### config.mk
export PLATFORM = sky130hd
export DESIGN_NAME = bf16_operand_feeder
export DESIGN_NICKNAME = d
export VERILOG_FILES = /design/src/rtl/bf16_operand_feeder.sv
export SDC_FILE = /design/constraint.sdc
export NUM_CORES = 1
export LEC_CHECK = 0
export ABC_CLOCK_PERIOD_IN_PS = 6500
export CAP_MARGIN = 20
export CORE_MARGIN = 2
export CORE_UTILIZATION = 40
export CTS_CLUSTER_DIAMETER = 30
export DETAILED_ROUTE_END_ITERATION = 7
export SKIP_LAST_GASP = 1
export SYNTH_ARGS = -nofsm -noshare
export SYNTH_HDL_FRONTEND = slang
export SYNTH_SLANG_ARGS = --single-unit
### constraint.sdc
create_clock -name clk1 -period 6.5 [get_ports clk1]
set_input_delay 1.3 -clock clk1 [delete_from_list [all_inputs] [get_ports clk1]]
set_output_delay 1.3 -clock clk1 [all_outputs]
set_load 0.02 [all_outputs]
### src/rtl/bf16_operand_feeder.sv
// rtl/bf16_operand_feeder.sv - packs bf16 operand pairs into N-lane vectors and queues them for the MAC array
// Optional feature macro: FEEDER_ZERO_PAD_EN (short final vectors are zero-padded instead of flagging err)
module bf16_operand_feeder #(
   parameter int N     = 2,
   parameter int DEPTH = 2
) (
   input  logic            clk1,
   input  logic            rst_n,
   input  logic            in_valid,
   output logic            in_ready,
   input  logic [15:0]     in_a,
   input  logic [15:0]     in_b,
   input  logic            in_last,
   output logic [16*N-1:0] a1,
   output logic [16*N-1:0] b1,
   output logic            cntl1,
   output logic            vec_valid,
   input  logic            vec_ready,
   output logic            vec_last,
   output logic            err
);

`ifdef FEEDER_ZERO_PAD_EN
   localparam bit ZERO_PAD = 1'b1;
`else
   localparam bit ZERO_PAD = 1'b0;
`endif

   localparam int LW = (N > 1) ? $clog2(N) : 1;
   localparam int PW = (DEPTH > 1) ? $clog2(DEPTH) : 1;

   logic [LW-1:0]   lane_cnt_q, lane_cnt_d;
   logic [16*N-1:0] asm_a_q, asm_b_q;
   logic [16*N-1:0] vec_a_d, vec_b_d;
   logic            first_q, first_d;
   logic            err_q, err_d;

   logic [16*N-1:0] mem_a_q     [DEPTH];
   logic [16*N-1:0] mem_b_q     [DEPTH];
   logic            mem_first_q [DEPTH];
   logic            mem_last_q  [DEPTH];
   logic [PW-1:0]   wr_ptr_q, wr_ptr_d;
   logic [PW-1:0]   rd_ptr_q, rd_ptr_d;
   logic [PW:0]     count_q, count_d;

   logic fifo_full, fifo_empty;
   logic accept, at_end, push, pop;

   assign fifo_full  = (count_q == (PW+1)'(DEPTH));
   assign fifo_empty = (count_q == '0);
   assign in_ready   = !fifo_full;
   assign accept     = in_valid && in_ready;
   assign at_end     = (lane_cnt_q == LW'(N-1));
   assign push       = accept && (at_end || (ZERO_PAD && in_last));
   assign pop        = !fifo_empty && vec_ready;

   // Completed vector: held lanes, the incoming pair at lane_cnt, and zeros above it when padding.
   always_comb begin
      vec_a_d = asm_a_q;
      vec_b_d = asm_b_q;
      for (int i = 0; i < N; i++) begin
         if (i == int'(lane_cnt_q)) begin
            vec_a_d[16*i +: 16] = in_a;
            vec_b_d[16*i +: 16] = in_b;
         end else if (ZERO_PAD && (i > int'(lane_cnt_q))) begin
            vec_a_d[16*i +: 16] = 16'h0000;
            vec_b_d[16*i +: 16] = 16'h0000;
         end
      end
   end

   always_comb begin
      lane_cnt_d = lane_cnt_q;
      if (accept) begin
         lane_cnt_d = push ? '0 : lane_cnt_q + LW'(1);
      end
      first_d = push ? in_last : first_q;
      err_d   = err_q | (!ZERO_PAD && accept && in_last && !at_end);
   end

   always_comb begin
      wr_ptr_d = push ? wr_ptr_q + PW'(1) : wr_ptr_q;
      rd_ptr_d = pop  ? rd_ptr_q + PW'(1) : rd_ptr_q;
      count_d  = count_q;
      if (push && !pop) begin
         count_d = count_q + (PW+1)'(1);
      end else if (pop && !push) begin
         count_d = count_q - (PW+1)'(1);
      end
   end

   always_ff @(posedge clk1 or negedge rst_n) begin
      if (!rst_n) begin
         lane_cnt_q <= '0;
         asm_a_q    <= '0;
         asm_b_q    <= '0;
         first_q    <= 1'b1;
         err_q      <= 1'b0;
         wr_ptr_q   <= '0;
         rd_ptr_q   <= '0;
         count_q    <= '0;
      end else begin
         lane_cnt_q <= lane_cnt_d;
         if (accept) begin
            asm_a_q <= vec_a_d;
            asm_b_q <= vec_b_d;
         end
         first_q  <= first_d;
         err_q    <= err_d;
         wr_ptr_q <= wr_ptr_d;
         rd_ptr_q <= rd_ptr_d;
         count_q  <= count_d;
      end
   end

   // Storage is never observed while empty, so it needs no reset.
   always_ff @(posedge clk1) begin
      if (push) begin
         mem_a_q[wr_ptr_q]     <= vec_a_d;
         mem_b_q[wr_ptr_q]     <= vec_b_d;
         mem_first_q[wr_ptr_q] <= first_q;
         mem_last_q[wr_ptr_q]  <= in_last;
      end
   end

   assign vec_valid = !fifo_empty;
   assign a1        = fifo_empty ? '0 : mem_a_q[rd_ptr_q];
   assign b1        = fifo_empty ? '0 : mem_b_q[rd_ptr_q];
   assign cntl1     = !fifo_empty && !mem_first_q[rd_ptr_q];
   assign vec_last  = !fifo_empty && mem_last_q[rd_ptr_q];
   assign err       = err_q;

endmodule
==> impl_metrics.yaml, run 1 <==
worst_setup_path:
  r2r_slack_ns: 3.09
  crit_path_max_incr_delay_ns: 1.01
  path_cells: "buf_4 -> nor2b_1 -> a211oi_1 -> clkdlybuf4s50_1"
  cp_top_family: "buffers and inverters"
  cp.arrival_ns: 3.18
  endpoint_kind: "output port"
  reg2reg_depth: 4
  r2r_end: "mem_b_q[0][3]"
  slowest_stage: "dfrtp_4"
  start_kind: "flop"
  critPathMaxFanout: 48
  timing.rr.start: "at_end"
  path_buf_inv: 2
  path_class: "reg -> out"
  crit_required_ns: 5.20
detailed_routing:
  routed_wl_um: 17200
  drc: 0
  ant_nets: 0
  wl_per_cell_um: 18.3
  dr.pass1.iters: 5
  drtIter0Drc: 162
  viasPerCell: 4.89
  via_count: 4597
min_path:
  min_path_cells: 1
  hold_start: "err"
  min_to: "err"
  min_path_type: "reg -> reg"
die:
  io_pins: 106
  die_h_um: 150
  dieArea_sq_um: 22600
  die_w_um: 150
  fp-row-count: 53
  core_sq_um: 21000
  start_util_pct: 40.7
synth:
  synthesis.area_sq_um: 8550
  synth_cells: 512
  synthesis.nets: 550
  synth_common_cells: "edfxtp_1, mux2_2, dfrtp_1"
  yosysSeqAreaShare_pct: 67.1
  yosysWarnings: 0
  synth_area_leaders: "edfxtp_1, dfrtp_1, mux2_2, mux2i_1, mux2_4"
  synth_top_flop_cell: "edfxtp_1"
  synthArstFlopShare_pct: 35.0
  synth_top_area_share_pct: 46.3
  ys_ff_latch: 203
  yosysMostFrequentCell: "edfxtp_1"
  avgSynthCellArea_sq_um: 16.7
  yosys.area.top_type: "edfxtp_1"
  yosysUniqueCellTypes: 25
  synth-edff-count: 132
sta:
  final_max_slew_viol_count: 0
  finalCritPeriodShare_pct: 69.0
  setup_viol: 0
  timing.fmax_mhz: 223
  skew_ns: 0.0140
  rsz0062_at_grt: "no"
  timing.final.ws_setup_ns: 2.02
  hold_viol: 0
  setup-tns-final_ns: 0
  period_minus_slack_ns: 4.48
  worst_pin_slew_ns: 1.00
  slew-limit-headroom_pct: 33.3
placed_design:
  dp_hpwl_um: 9930
  gp_congestion: 0.659
  place_ws_ns: 2.45
  io_buffers: 105
clock_tree:
  root_buffer: "clkbuf_16"
  cts_max_level: 2
  tritoncts: "yes"
  cts_resized: 0
  postCtsSetupBuffers: 0
  clk_pin_slew_ns: 0.05
  clockBufferDepth: 3
  clk_latency_ns: 0.50
  numCtsBuffers: 39
  cts_hold_buf: 0
  cts_sinks: 203
global_route:
  overflow: 0
  grt_usage_pct: 15.7
  gr-max-usage-layer: "met2"
  gr-usage-met3_pct: 3.45
  met1_usage_pct: 19.8
  grt_pass1_wl_um: 27400
  antenna_found_initial: 0
  grt_max_degree: 72
  grt_pass1_vias: 5084
  grt_use_met2_pct: 26.7
finish:
  fin_nets: 674
  drive_gt1_share_pct: 32.0
  syn_to_final_growth_pct: 30.9
  layout.area.seq_sq_um: 5750
  nFillCells: 1666
  antenna_cells: 0
  multi_input_area_sq_um: 2610
power:
  power_density_nw_per_um2: 585
  peakVddDrop_mv: 0.237
  power_mw: 6.55
  power_leakage_nw: 4.36
run:
  max_cap_violations: 0
status:
  status: "complete, no violations"
logic make-up (layout without fill, tap and decap cells):
group                    after synthesis  in the layout  share of synthesized area [%]
flip-flops                           203            203                           67.1
multiplexers                         194            194                           25.7
AND/OR/NAND/NOR                       75             75                           3.67
buffers and inverters                 31            184                           2.54
XOR/XNOR                               6              6                          0.614
AO/OA/AOI/OAI                          2              2                          0.176
adder cells (fa/ha/maj)                1              1                          0.146
registers in the layout, indices dropped and copies added, names as in the netlist:
signal and flops:
mem_a_q 64, mem_b_q 64, asm_a_q 32, asm_b_q 32
count_q 2, mem_first_q 2, mem_last_q 2, at_end 1
err 1, first_q 1, rd_ptr_q 1, wr_ptr_q 1
worst max-delay path by stage:
stage / start / to / slack [ns] / cells past startpoint
after floorplan: in_valid / mem_a_q[0][0] / 1.29 / 4
after global placement: in_valid / mem_b_q[0][20] / 2.51 / 4
after detailed placement: in_valid / mem_b_q[0][3] / 2.45 / 4
after CTS: rd_ptr_q / cntl1 / 1.96 / 4
after global routing: rd_ptr_q / cntl1 / 1.86 / 4
final: rd_ptr_q / cntl1 / 2.02 / 4
cell usage in the layout (no fill, tap or decap), drive strengths merged:
cell             n
xor2             3
ha               1
o21bai           1
dfstp            1
clkbuf          40
a211oi           1
xnor2            3
inv             12
buf              8
clkinv          11
clkdlybuf4s50  104
mux2           129
clkinvlp         3
nor2            67
nor2b            2
and2             1
nand2            2
edfxtp         132
nand3b           1
dfrtp           70
and3             1
bufinv           6
mux2i           65
nand2b           1
per-stage QoR:
| stage | hold WS, ns | cells | cell area [sq um] | utilization (%) |
|---|---|---|---|---|
| floorplan | 0.455 | 512 | 8550 | - |
| finish | 0.477 | 940 | 11200 | 53.3 |
| global placement | 0.461 | 868 | 9800 | 46.6 |
| global route | 0.499 | 940 | 11200 | 53.3 |
| CTS | 0.482 | 939 | 11200 | 53.2 |
| detailed placement | 0.466 | 869 | 9820 | 46.7 |
power by group:
group	internal [mW]	total, mW	switching (mW)
Combinational	1.17	2.31	1.14
Clock	1.37	2.05	0.686
Sequential	1.96	2.19	0.236
layout make-up:
type | instances | share of cell area (%)
inverter | 2 | 0.0670
timing repair buffer | 112 | 10.1
tap | 275 | 3.07
multi-input combinational | 278 | 23.3
sequential | 203 | 51.3
clock inverter | 30 | 3.27
clock buffer | 40 | 8.84
routing by layer:
metal / wire length (um) / vias up
met2: 8440 / 99
met3: 705 / 35
met5: 0 / -
li1: - / 2145
met1: 7620 / 2318
met4: 439 / 0
Power figures use the tool's default switching activity.
==> inputs of run 2 (changes only) <==
--- a/config.mk
+++ b/config.mk
@@ -5,7 +5,7 @@
 export SDC_FILE = /design/constraint.sdc
 export NUM_CORES = 1
 export LEC_CHECK = 0
-export ABC_CLOCK_PERIOD_IN_PS = 6500
+export ABC_CLOCK_PERIOD_IN_PS = 3790
 export CAP_MARGIN = 20
 export CORE_MARGIN = 2
 export CORE_UTILIZATION = 40
==> constraint.sdc (replaced) <==
create_clock -name clk1 -period 3.79 [get_ports clk1]
set_input_delay 0.758 -clock clk1 [delete_from_list [all_inputs] [get_ports clk1]]
set_output_delay 0.758 -clock clk1 [all_outputs]
set_load 0.02 [all_outputs]
==> run 2 against run 1 <==
Non-clock buffer count grew 4. Register-to-register slack lost 1.7 ns. Critical path type unchanged. Core utilization grew 0.16 points. Critical endpoint is now a1[9]. Sequential power grew 70%. Largest power group unchanged. Cell area grew 0.30%.
==> impl_metrics.yaml, run 2 (synthesis gave the netlist of run 1 again) <==
finish:
  layout.area.seq_sq_um: 5750
  reg_top3: "mem_a_q (64), mem_b_q (64)"
  drive_gt1_share_pct: 31.9
  fin_nets: 676
  syn_to_final_growth_pct: 31.3
  final_cell_mix: "edfxtp_1, clkdlybuf4s50_1, mux2_2"
  multi_input_area_sq_um: 2610
  nFillCells: 1717
  layout_commonest_cell: "edfxtp_1"
  antenna_cells: 0
die:
  die_w_um: 150
  die_h_um: 150
  core_sq_um: 21000
  start_util_pct: 40.7
  io_pins: 106
  fp-row-count: 53
  dieArea_sq_um: 22600
power:
  seqPwrFrac_pct: 33.1
  peakVddDrop_mv: 0.428
  switchingPower_mw: 3.45
  p_comb_share_pct: 35.5
  power_leakage_nw: 4.39
  pwr-share-clk_pct: 31.4
  intPower_mw: 7.83
  switching_share_pct: 30.6
  power_density_nw_per_um2: 1000
detailed_routing:
  drc: 0
  drtIter0Drc: 164
  viasPerCell: 4.91
  wl_per_cell_um: 18.4
  ant_nets: 0
  routed_wl_um: 17300
  dr.pass1.iters: 4
  via_count: 4622
worst_setup_path:
  slowest_stage: "dfrtp_4"
  crit_start: "rd_ptr_q"
  path_cells: "buf_4 -> mux2i_1 -> nor2_1 -> clkdlybuf4s50_1"
  crit_path_max_incr_delay_ns: 0.83
  timing.rr.start: "at_end"
  path_class: "reg -> out"
  r2r_end: "asm_a_q[9]"
  crit_required_ns: 3.03
  endpoint_kind: "output port"
  endpoint: "a1[9]"
  critPathMaxFanout: 36
  reg2reg_depth: 4
  start_kind: "flop"
  cp.arrival_ns: 2.65
  r2r_slack_ns: 1.40
clock_tree:
  cts_sinks: 203
  root_buffer: "clkbuf_16"
  clk_pin_slew_ns: 0.05
  tritoncts: "yes"
  cts_resized: 0
  clk_latency_ns: 0.50
  cts_max_level: 2
  cts_hold_buf: 0
  postCtsSetupBuffers: 0
  numCtsBuffers: 37
  clockBufferDepth: 3
sta:
  setup_viol: 0
  period_minus_slack_ns: 3.41
  final_max_slew_viol_count: 0
  slew-limit-headroom_pct: 34.0
  timing.fmax_mhz: 294
  hold_viol: 0
  finalCritPeriodShare_pct: 89.9
  worst_pin_slew_ns: 0.990
  setup-tns-final_ns: 0
  rsz0062_at_grt: "no"
  skew_ns: 0.0170
  holdWs_ns: 0.178
placed_design:
  io_buffers: 105
  gp_congestion: 0.707
  dp_hpwl_um: 10100
min_path:
  min_path_type: "in -> async"
global_route:
  grt_max_degree: 72
  grt_usage_pct: 15.7
  grt_pass1_vias: 5032
  antenna_found_initial: 0
  overflow: 0
  grt_pass1_wl_um: 27200
run:
  max_cap_violations: 0
status:
  status: "complete, no violations"
-- run 2: cell count changes in the layout (fill, tap and decap cells not counted), moves of 2 or more --
cell and change:
inv_6 -5, buf_4 +4, clkbuf_1 +3, clkinv_4 -5, clkinv_2 +5, clkinvlp_4 -2
bufinv_16 +2
-- run 2: metal layers --
layer	track usage [%]	routed length [um]
met2	26.7	8660
met3	3.39	726
met1	20.1	7600
met4	4.91	297
met5	0	0
-- run 2: worst min-delay path by stage --
stage               depth (start not counted)  slack [ns]     endpoint   from
CTS                                         1        0.47  asm_a_q[22]  rst_n
floorplan                                   0        0.46   asm_a_q[0]  rst_n
global placement                            1        0.48          err    err
finish                                      1        0.18   asm_a_q[4]  rst_n
detailed placement                          1        0.48          err    err
global route                                1        0.19  asm_b_q[28]  rst_n
-- run 2: power by group through the flow --
stage	registers, mW	logic [mW]	clock network, mW
6_report	3.73	4.01	3.54
4_1_cts	3.74	4.07	3.60
2_1_floorplan	3.59	2.78	0
5_1_grt	3.81	4.31	3.71
3_5_place_dp	3.77	4.04	0
3_3_place_gp	3.74	3.99	0
-- run 2: layout make-up --
type,count,area share (%)
flip-flops and latches,203,51.2
repair buffers,116,10.4
well taps,275,3.06
clock buffers,44,9.03
inverters,2,0.0668
multi-input cells,278,23.3
clock inverters,24,3.07
-- run 2: worst max-delay path, delay by kind of cell, from the launching register on --
kind | cells | cell delay [ns]
buffers and inverters | 2 | 1.05
AND/OR/NAND/NOR | 1 | 0.14
flip-flops | 1 | 0.83
multiplexers | 1 | 0.13
-- run 2: through the flow --
step / instance area [sq um] / setup WS [ns] / power, mW / util (%) / std cells
3_3_place_gp: 9850 / 0.819 / 7.72 / 46.8 / 873
4_1_cts: 11200 / 0.322 / 11.4 / 53.3 / 941
6_report: 11200 / 0.384 / 11.3 / 53.4 / 942
3_5_place_dp: 9850 / 0.754 / 7.81 / 46.8 / 873
5_1_grt: 11200 / 0.239 / 11.8 / 53.4 / 942
2_1_floorplan: 8560 / 0.387 / 6.36 / - / 512
